**src/rtl/mem_access_unit.sv**
```systemverilog
// Single-outstanding data memory access unit: validates a load/store request,
// drives a held memory access until completion or timeout, then returns a response.
module mem_access_unit #(
  parameter int unsigned TIMEOUT    = 1023,
  parameter logic [31:0] ADDR_LIMIT = 32'h00010000
) (
  input  logic        CLK,
  input  logic        RST,
  input  logic        req_valid,
  output logic        req_ready,
  input  logic        req_write,
  input  logic [31:0] req_addr,
  input  logic [31:0] req_wdata,
  input  logic [1:0]  req_size,
  input  logic        req_unsigned,
  output logic        resp_valid,
  input  logic        resp_ready,
  output logic [31:0] resp_rdata,
  output logic [1:0]  resp_err,
  output logic        MEM_RDEN2,
  output logic        MEM_WE2,
  output logic [31:0] MEM_ADDR2,
  output logic [31:0] MEM_DIN2,
  output logic [1:0]  MEM_SIZE,
  output logic        MEM_SIGN,
  input  logic [31:0] MEM_DOUT2,
  input  logic        MEM_VALID2
);

  typedef enum logic [1:0] {IDLE, ACCESS, RESP} state_t;

  localparam logic [15:0] CNT_LAST = 16'(TIMEOUT - 1);

  localparam logic [1:0] ERR_OK       = 2'd0;
  localparam logic [1:0] ERR_MISALIGN = 2'd1;
  localparam logic [1:0] ERR_TIMEOUT  = 2'd2;
  localparam logic [1:0] ERR_SIZE     = 2'd3;

  state_t      state, state_nxt;
  logic [15:0] cnt;
  logic        accept, bad_size, misalign, mem_done, timed_out;

  // ADDR_LIMIT only documents where MMIO begins; no address decoding uses it.
  if (ADDR_LIMIT == 32'd0) begin : g_no_mmio_window
  end

  assign req_ready  = (state == IDLE);
  assign resp_valid = (state == RESP);
  assign accept     = req_valid & req_ready;
  assign bad_size   = (req_size == 2'd3);
  assign misalign   = ((req_size == 2'd1) & req_addr[0]) |
                      ((req_size == 2'd2) & (req_addr[1:0] != 2'b00));
  // Completion beats timeout when both land on the same edge.
  assign mem_done   = (state == ACCESS) & MEM_VALID2;
  assign timed_out  = (state == ACCESS) & ~MEM_VALID2 & (cnt == CNT_LAST);

  always_ff @(posedge CLK) begin
    if (RST) state <= IDLE;
    else     state <= state_nxt;
  end

  always_comb begin
    state_nxt = state;
    case (state)
      IDLE:    if (accept) state_nxt = (bad_size | misalign) ? RESP : ACCESS;
      ACCESS:  if (mem_done | timed_out) state_nxt = RESP;
      RESP:    if (resp_ready) state_nxt = IDLE;
      default: state_nxt = IDLE;
    endcase
  end

  always_ff @(posedge CLK) begin
    if (RST) begin
      cnt        <= '0;
      resp_rdata <= '0;
      resp_err   <= ERR_OK;
      MEM_RDEN2  <= 1'b0;
      MEM_WE2    <= 1'b0;
      MEM_ADDR2  <= '0;
      MEM_DIN2   <= '0;
      MEM_SIZE   <= '0;
      MEM_SIGN   <= 1'b0;
    end else begin
      case (state)
        IDLE: begin
          if (accept) begin
            cnt        <= '0;
            resp_rdata <= '0;
            if (bad_size) begin
              resp_err <= ERR_SIZE;
            end else if (misalign) begin
              resp_err <= ERR_MISALIGN;
            end else begin
              resp_err  <= ERR_OK;
              MEM_RDEN2 <= ~req_write;
              MEM_WE2   <= req_write;
              MEM_ADDR2 <= req_addr;
              MEM_DIN2  <= req_wdata;
              MEM_SIZE  <= req_size;
              MEM_SIGN  <= req_unsigned;
            end
          end
        end
        ACCESS: begin
          cnt <= cnt + 16'd1;
          if (mem_done | timed_out) begin
            resp_err   <= mem_done ? ERR_OK : ERR_TIMEOUT;
            // MEM_RDEN2 is still the held load flag on this edge.
            resp_rdata <= (mem_done & MEM_RDEN2) ? MEM_DOUT2 : 32'd0;
            MEM_RDEN2  <= 1'b0;
            MEM_WE2    <= 1'b0;
            MEM_ADDR2  <= '0;
            MEM_DIN2   <= '0;
            MEM_SIZE   <= '0;
            MEM_SIGN   <= 1'b0;
          end
        end
        default: ;
      endcase
    end
  end

endmodule

```
**config.mk**
```make
export PLATFORM = sky130hd
export DESIGN_NAME = mem_access_unit
export DESIGN_NICKNAME = d
export VERILOG_FILES = /design/src/rtl/mem_access_unit.sv
export SDC_FILE = /design/constraint.sdc
export NUM_CORES = 1
export LEC_CHECK = 0
export ABC_AREA = 1
export CORE_MARGIN = 2
export CORE_UTILIZATION = 45
export DETAILED_ROUTE_END_ITERATION = 12
export GPL_TIMING_DRIVEN = 0
export PLACE_DENSITY_LB_ADDON = 0.2
export SYNTH_ARGS = -nofsm -noshare
export SYNTH_HDL_FRONTEND = slang
export SYNTH_SLANG_ARGS = --single-unit
```
**constraint.sdc**
```tcl
create_clock -name CLK -period 3.6 [get_ports CLK]
set_clock_uncertainty 0.15 [all_clocks]
set_input_delay 0.54 -clock CLK [delete_from_list [all_inputs] [get_ports CLK]]
set_output_delay 0.54 -clock CLK [all_outputs]
set_load 0.01 [all_outputs]
```
# Word level (Yosys, flattened, before mapping)

Index checks and enable logic that the tools add are counted.

Bits in registers: 121
Latch bits: 0
Memory bits (writable): 0
Memory bits (read-only): 0
Input bits: 105
Output and inout port bits: 105
Word-level logic and storage cells: 85
Memories: 0

$add $sub $neg: 1
Multiply operators: 0
Divide/modulo/power cells: 0
Magnitude comparators: 0
Eq/ne operators: 11
Shifts and indexed selects: 0
Multiplexer cells: 44
Bitwise operators: 12
Reductions and logical operators: 7

Operators by type and width:

| kind                  | number |
|---|---|
| $mux 32               | 10 |
| $pmux 32 s2           | 3 |
| $pmux 16 s2           | 1 |
| $mux 2                | 12 |
| $add 16x1->16 const B | 1 |
| $eq 16x10->1 const B  | 1 |
| $mux 16               | 1 |
| $mux 1                | 11 |
| $pmux 2 s2            | 2 |
| $and 1x1->1           | 7 |
| $eq 2x2->1 const B    | 3 |
| $ne 2x1->1 const B    | 3 |
| $pmux 1 s2            | 3 |
| $pmux 2 s3            | 1 |
| $reduce_and 3->1      | 2 |
| $reduce_and 5->1      | 1 |
| $eq 2x1->1 const B    | 2 |
| $ne 2x2->1 const B    | 2 |
| $reduce_bool 2->1     | 2 |
| $or 1x1->1            | 3 |
| $logic_not 2->1       | 1 |
| $not 1->1             | 2 |
| $reduce_and 2->1      | 1 |

# Longest topological paths before layout

Word-level depth: 7
Mapped depth: 12
Mapped depth without buffers: 10

# Least setup slack after synthesis

Ideal clock, no wire load.

Kind: in2reg
Start: in req_size[0]
End: reg MEM_DIN2[23]
Setup time: 0.113 ns
Arrival: 1.552 ns
Data required time: 3.337 ns
Path slack: 1.786 ns
Stages: 9
Path buffers: 2
Cell sequence: inv_2 > o21bai_1 > nand3_1 > nand3_1 > buf_4 > buf_4 > nand2_1 > nand2_1 > nor2_1

Longest elaborated chain between the ends: 5
Elaborated cells on any way between the ends: 9
Classes of those cells: eq/ne: 5; bitwise: 3; reduce/logical: 1

RTL lines:

| item                                     | RTL line | source |
|---|---|---|
| start, declared                          | 14       | `input logic [1:0] req_size,` |
| $eq 2x1->1 or $eq 2x2->1 (tied branches) | 51, 52   |  |
| $and 1x1->1 (on tied branches)           | 51, 52   |  |
| $or 1x1->1                               | 51       | `assign misalign = ((req_size == 2'd1) & req_addr[0]) \|` |
| $ne 2x2->1 (no source line)              | n/a      |  |
| $reduce_and 5->1 (no source line) *      | n/a      |  |
| end signal, assigned                     | 98       | `MEM_DIN2 <= req_wdata;` |
| end, declared                            | 23       | `output logic [31:0] MEM_DIN2,` |

Mark *: on every way between the ends. The rest lies on a longest branch, timed or not.
A chain may end at the register's enable or synchronous reset.

# Worst setup path after layout

Start: in req_size[0]
End: reg MEM_ADDR2[0]

Longest elaborated chain between the ends: 5
Elaborated cells on any way between the ends: 9
Classes of those cells: eq/ne: 5; bitwise: 3; reduce/logical: 1

RTL lines:

| item                                     | RTL line | source |
|---|---|---|
| $eq 2x1->1 or $eq 2x2->1 (tied branches) | 51, 52   |  |
| $and 1x1->1 (on tied branches)           | 51, 52   |  |
| $or 1x1->1                               | 51       |  |
| $ne 2x2->1 (no source line)              | n/a      |  |
| $reduce_and 5->1 (no source line) *      | n/a      |  |
| end signal, assigned                     | 97       | `MEM_ADDR2 <= req_addr;` |
| end, declared                            | 22       | `output logic [31:0] MEM_ADDR2,` |

Marked as above.

==> impl_metrics.tcl <==
set metrics [dict create \
    kind_of_end_point_of_the_critical_path "register" \
    route.detailed.drc 0 \
    place_congestion 0.924 \
    resize_count_post_cts 0 \
    grt_util_all_layers 0.250 \
    die_h_um 117 \
    synth_area_per_cell_um2 6.27 \
    placed_cells_incl_taps 1293 \
    ys_seq_area_frac 0.423 \
    synthCells 913 \
    timing_worst_slew_pin_value_ps 558 \
    clock_tree.root_cell "sky130_fd_sc_hd__clkbuf_16" \
    cts_tree "yes" \
    grt_start_max_net_pins 17 \
    overflow 0 \
    slew_headroom 0.628 \
    cts.htree.levels 4 \
    critical_path_arrival_ps 2520 \
    setup.worst_path.class "in2reg" \
    cts_stage_hold_buffer_count 0 \
    p_per_area_nw_per_um2 523 \
    p_total_uw 4490 \
    hp-class "reg2reg" \
    grt_setup_unrepaired "false" \
    cts_buffers 17 \
    drt.antenna.violating_nets 0 \
    placementRows 41 \
    core_area_um2 12500 \
    detail_route.first_pass.iterations 5 \
    grt_pass1_wl_mm 26.2 \
    finalHoldViolations 0 \
    vias 6183 \
    postRouteWirelength_mm 17.2 \
    chip_width_um 117 \
    synth_async_reset_ratio 0 \
    synth_fp_nets 1020 \
    drv_cap 0 \
    grt_antenna_before_repair 0 \
    routed_via_density 4.67 \
    syn2layout_area_growth_pct 49.9 \
    yosys_warnings 0 \
    cell_count_final_fillers_out 1324 \
    cts_num_sinks 121 \
    number_of_global_route_vias_before_repair 5424 \
    pin_count 210 \
    ir_worst_vdd_mv 0.280 \
    final_max_slew_viol_count 0 \
    static-leakage-power_uw 0.00394 \
    post_cts.repair.setup_buffers 0 \
    synth_edf_count 0 \
    max_freq_ghz 0.423 \
    n_fill_cell 1137 \
    clk_path_buf_depth 2 \
    worstPathRequired_ps 3760 \
    timing.final.crit_share 0.656 \
    synth-seq-cells 121 \
    netlist_area_pre_place_um2 5730 \
    io_buffers 208 \
    ys_types 24 \
    setup_viol_count_final 0 \
    finalWorstPathRequiredPeriod_ps 2360 \
    final_layout_size_suffix_gt1_frac 0.0530 \
    final_nets 1247 \
    cp-start-kind "input port" \
    crit_fanout 10 \
    run_status "complete, no violations" \
    final_util 0.686 \
    synth_ff_type "sky130_fd_sc_hd__dfxtp_1" \
    effective_utilization_at_floorplan 0.458 \
    die_area_um2 13600 \
    antenna_cells 0 \
    detailedRoute.firstIterationViolations 525 \
    dpl.hpwl_mm 12.3 \
    timing.setup.tns_ps 0 \
    cts.clk_slew.worst_paths_ps 50 \
    clock_latency_on_the_worst_skew_pair_ps 420 \
    routed_wire_length_per_instance_um 13.0 \
    hold_worst_slack_ps 308 \
]
-- metal layers --
metal,track usage,vias up,share of wire
li1,-,3219,-
met1,0.305,2685,0.44
met2,0.411,251,0.46
met3,0.0803,28,0.087
met4,0.0988,0,0.020
met5,0,-,0
-- final cells by class --
class	count	area (um2)	area share
plain buffers	53	245	0.0286
clock buffers	23	488	0.0569
clock inverters	8	70.1	0.00816
inverters	160	601	0.0700
multi-input cells	579	2460	0.286
flip-flops and latches	121	2420	0.282
well taps	172	215	0.0251
repair buffers	208	2080	0.243
-- synth_stat cells, types with 2 or more instances --
cell | n | area [um2]
sky130_fd_sc_hd__nand2_1 | 307 | 1150
sky130_fd_sc_hd__buf_4 | 5 | 37.5
sky130_fd_sc_hd__inv_1 | 152 | 571
sky130_fd_sc_hd__nand4_1 | 55 | 344
sky130_fd_sc_hd__o21ai_0 | 12 | 60.1
sky130_fd_sc_hd__nor2_1 | 124 | 465
sky130_fd_sc_hd__dfxtp_1 | 121 | 2420
sky130_fd_sc_hd__o21bai_1 | 2 | 15.0
sky130_fd_sc_hd__ha_1 | 2 | 25.0
sky130_fd_sc_hd__buf_1 | 4 | 15.0
sky130_fd_sc_hd__inv_2 | 7 | 26.3
sky130_fd_sc_hd__nor3_1 | 5 | 25.0
sky130_fd_sc_hd__a21oi_1 | 51 | 255
sky130_fd_sc_hd__nand3_1 | 14 | 70.1
sky130_fd_sc_hd__buf_2 | 16 | 80.1
sky130_fd_sc_hd__clkbuf_1 | 27 | 101
sky130_fd_sc_hd__nor2_2 | 2 | 12.5
-- flip-flops by register name, summed over array words and instances (netlist names) --
register    count
MEM_SIGN        1
MEM_RDEN2       1
MEM_DIN2       32
resp_rdata     32
resp_err        2
MEM_ADDR2      32
state           2
MEM_WE2         1
MEM_SIZE        2
cnt            16
-- cells by family after synthesis --
group	after synthesis	share of synthesized area
compound gates	69	0.0625
fa+ha+maj	2	0.00437
buf+inv	213	0.148
flops	121	0.423
simple gates	508	0.362
-- where the power goes --
group / total [uW] / internal [uW] / switching (uW) / leakage, uW
Combinational: 1290 / 601 / 691 / 0.00267
Clock: 1620 / 1010 / 606 / 0.000275
Sequential: 1580 / 1500 / 82.9 / 0.000990
-- per-stage QoR --
stage | instance area (um2) | setup WS [ps]
floorplan | 5730 | 1790
CTS | 8580 | 1270
global route | 8580 | 1100
global placement | 8020 | 826
detailed placement | 8020 | 832
finish | 8580 | 1240
-- final timing paths --
check             cells after the start             to          start  slack, ps
setup / recovery                     10   MEM_ADDR2[0]    req_size[0]       1240
hold / removal                        2  resp_rdata[1]  resp_rdata[1]        310
setup reg to reg                      8   MEM_ADDR2[0]       state[1]       1470
hold reg to reg                       2  resp_rdata[1]  resp_rdata[1]        310
-- layout by cell type, fill, tap and decap left out, drive strengths merged --
| master | n |
|---|---|
| nor3 | 5 |
| nand3 | 14 |
| clkdlybuf4s50 | 208 |
| buf | 26 |
| ha | 2 |
| a21oi | 51 |
| o21ai | 13 |
| a211oi | 1 |
| clkinv | 6 |
| nor2 | 126 |
| clkbuf | 50 |
| bufinv | 1 |
| a31oi | 1 |
| o21bai | 2 |
| or2 | 1 |
| a221oi | 1 |
| nand2 | 307 |
| clkinvlp | 2 |
| inv | 159 |
| dfxtp | 121 |
| nand4 | 55 |
-- worst max-delay path, cell delays in order --
cell and delay [ps]:
sky130_fd_sc_hd__clkdlybuf4s50_1 470, sky130_fd_sc_hd__inv_2 70, sky130_fd_sc_hd__o21bai_1 180, sky130_fd_sc_hd__nand3_1 330, sky130_fd_sc_hd__nand3_1 320, sky130_fd_sc_hd__buf_4 220, sky130_fd_sc_hd__buf_4 220, sky130_fd_sc_hd__nand2_1 70
sky130_fd_sc_hd__nand2_1 60, sky130_fd_sc_hd__nor2_1 40
Power figures use the tool's default switching activity.
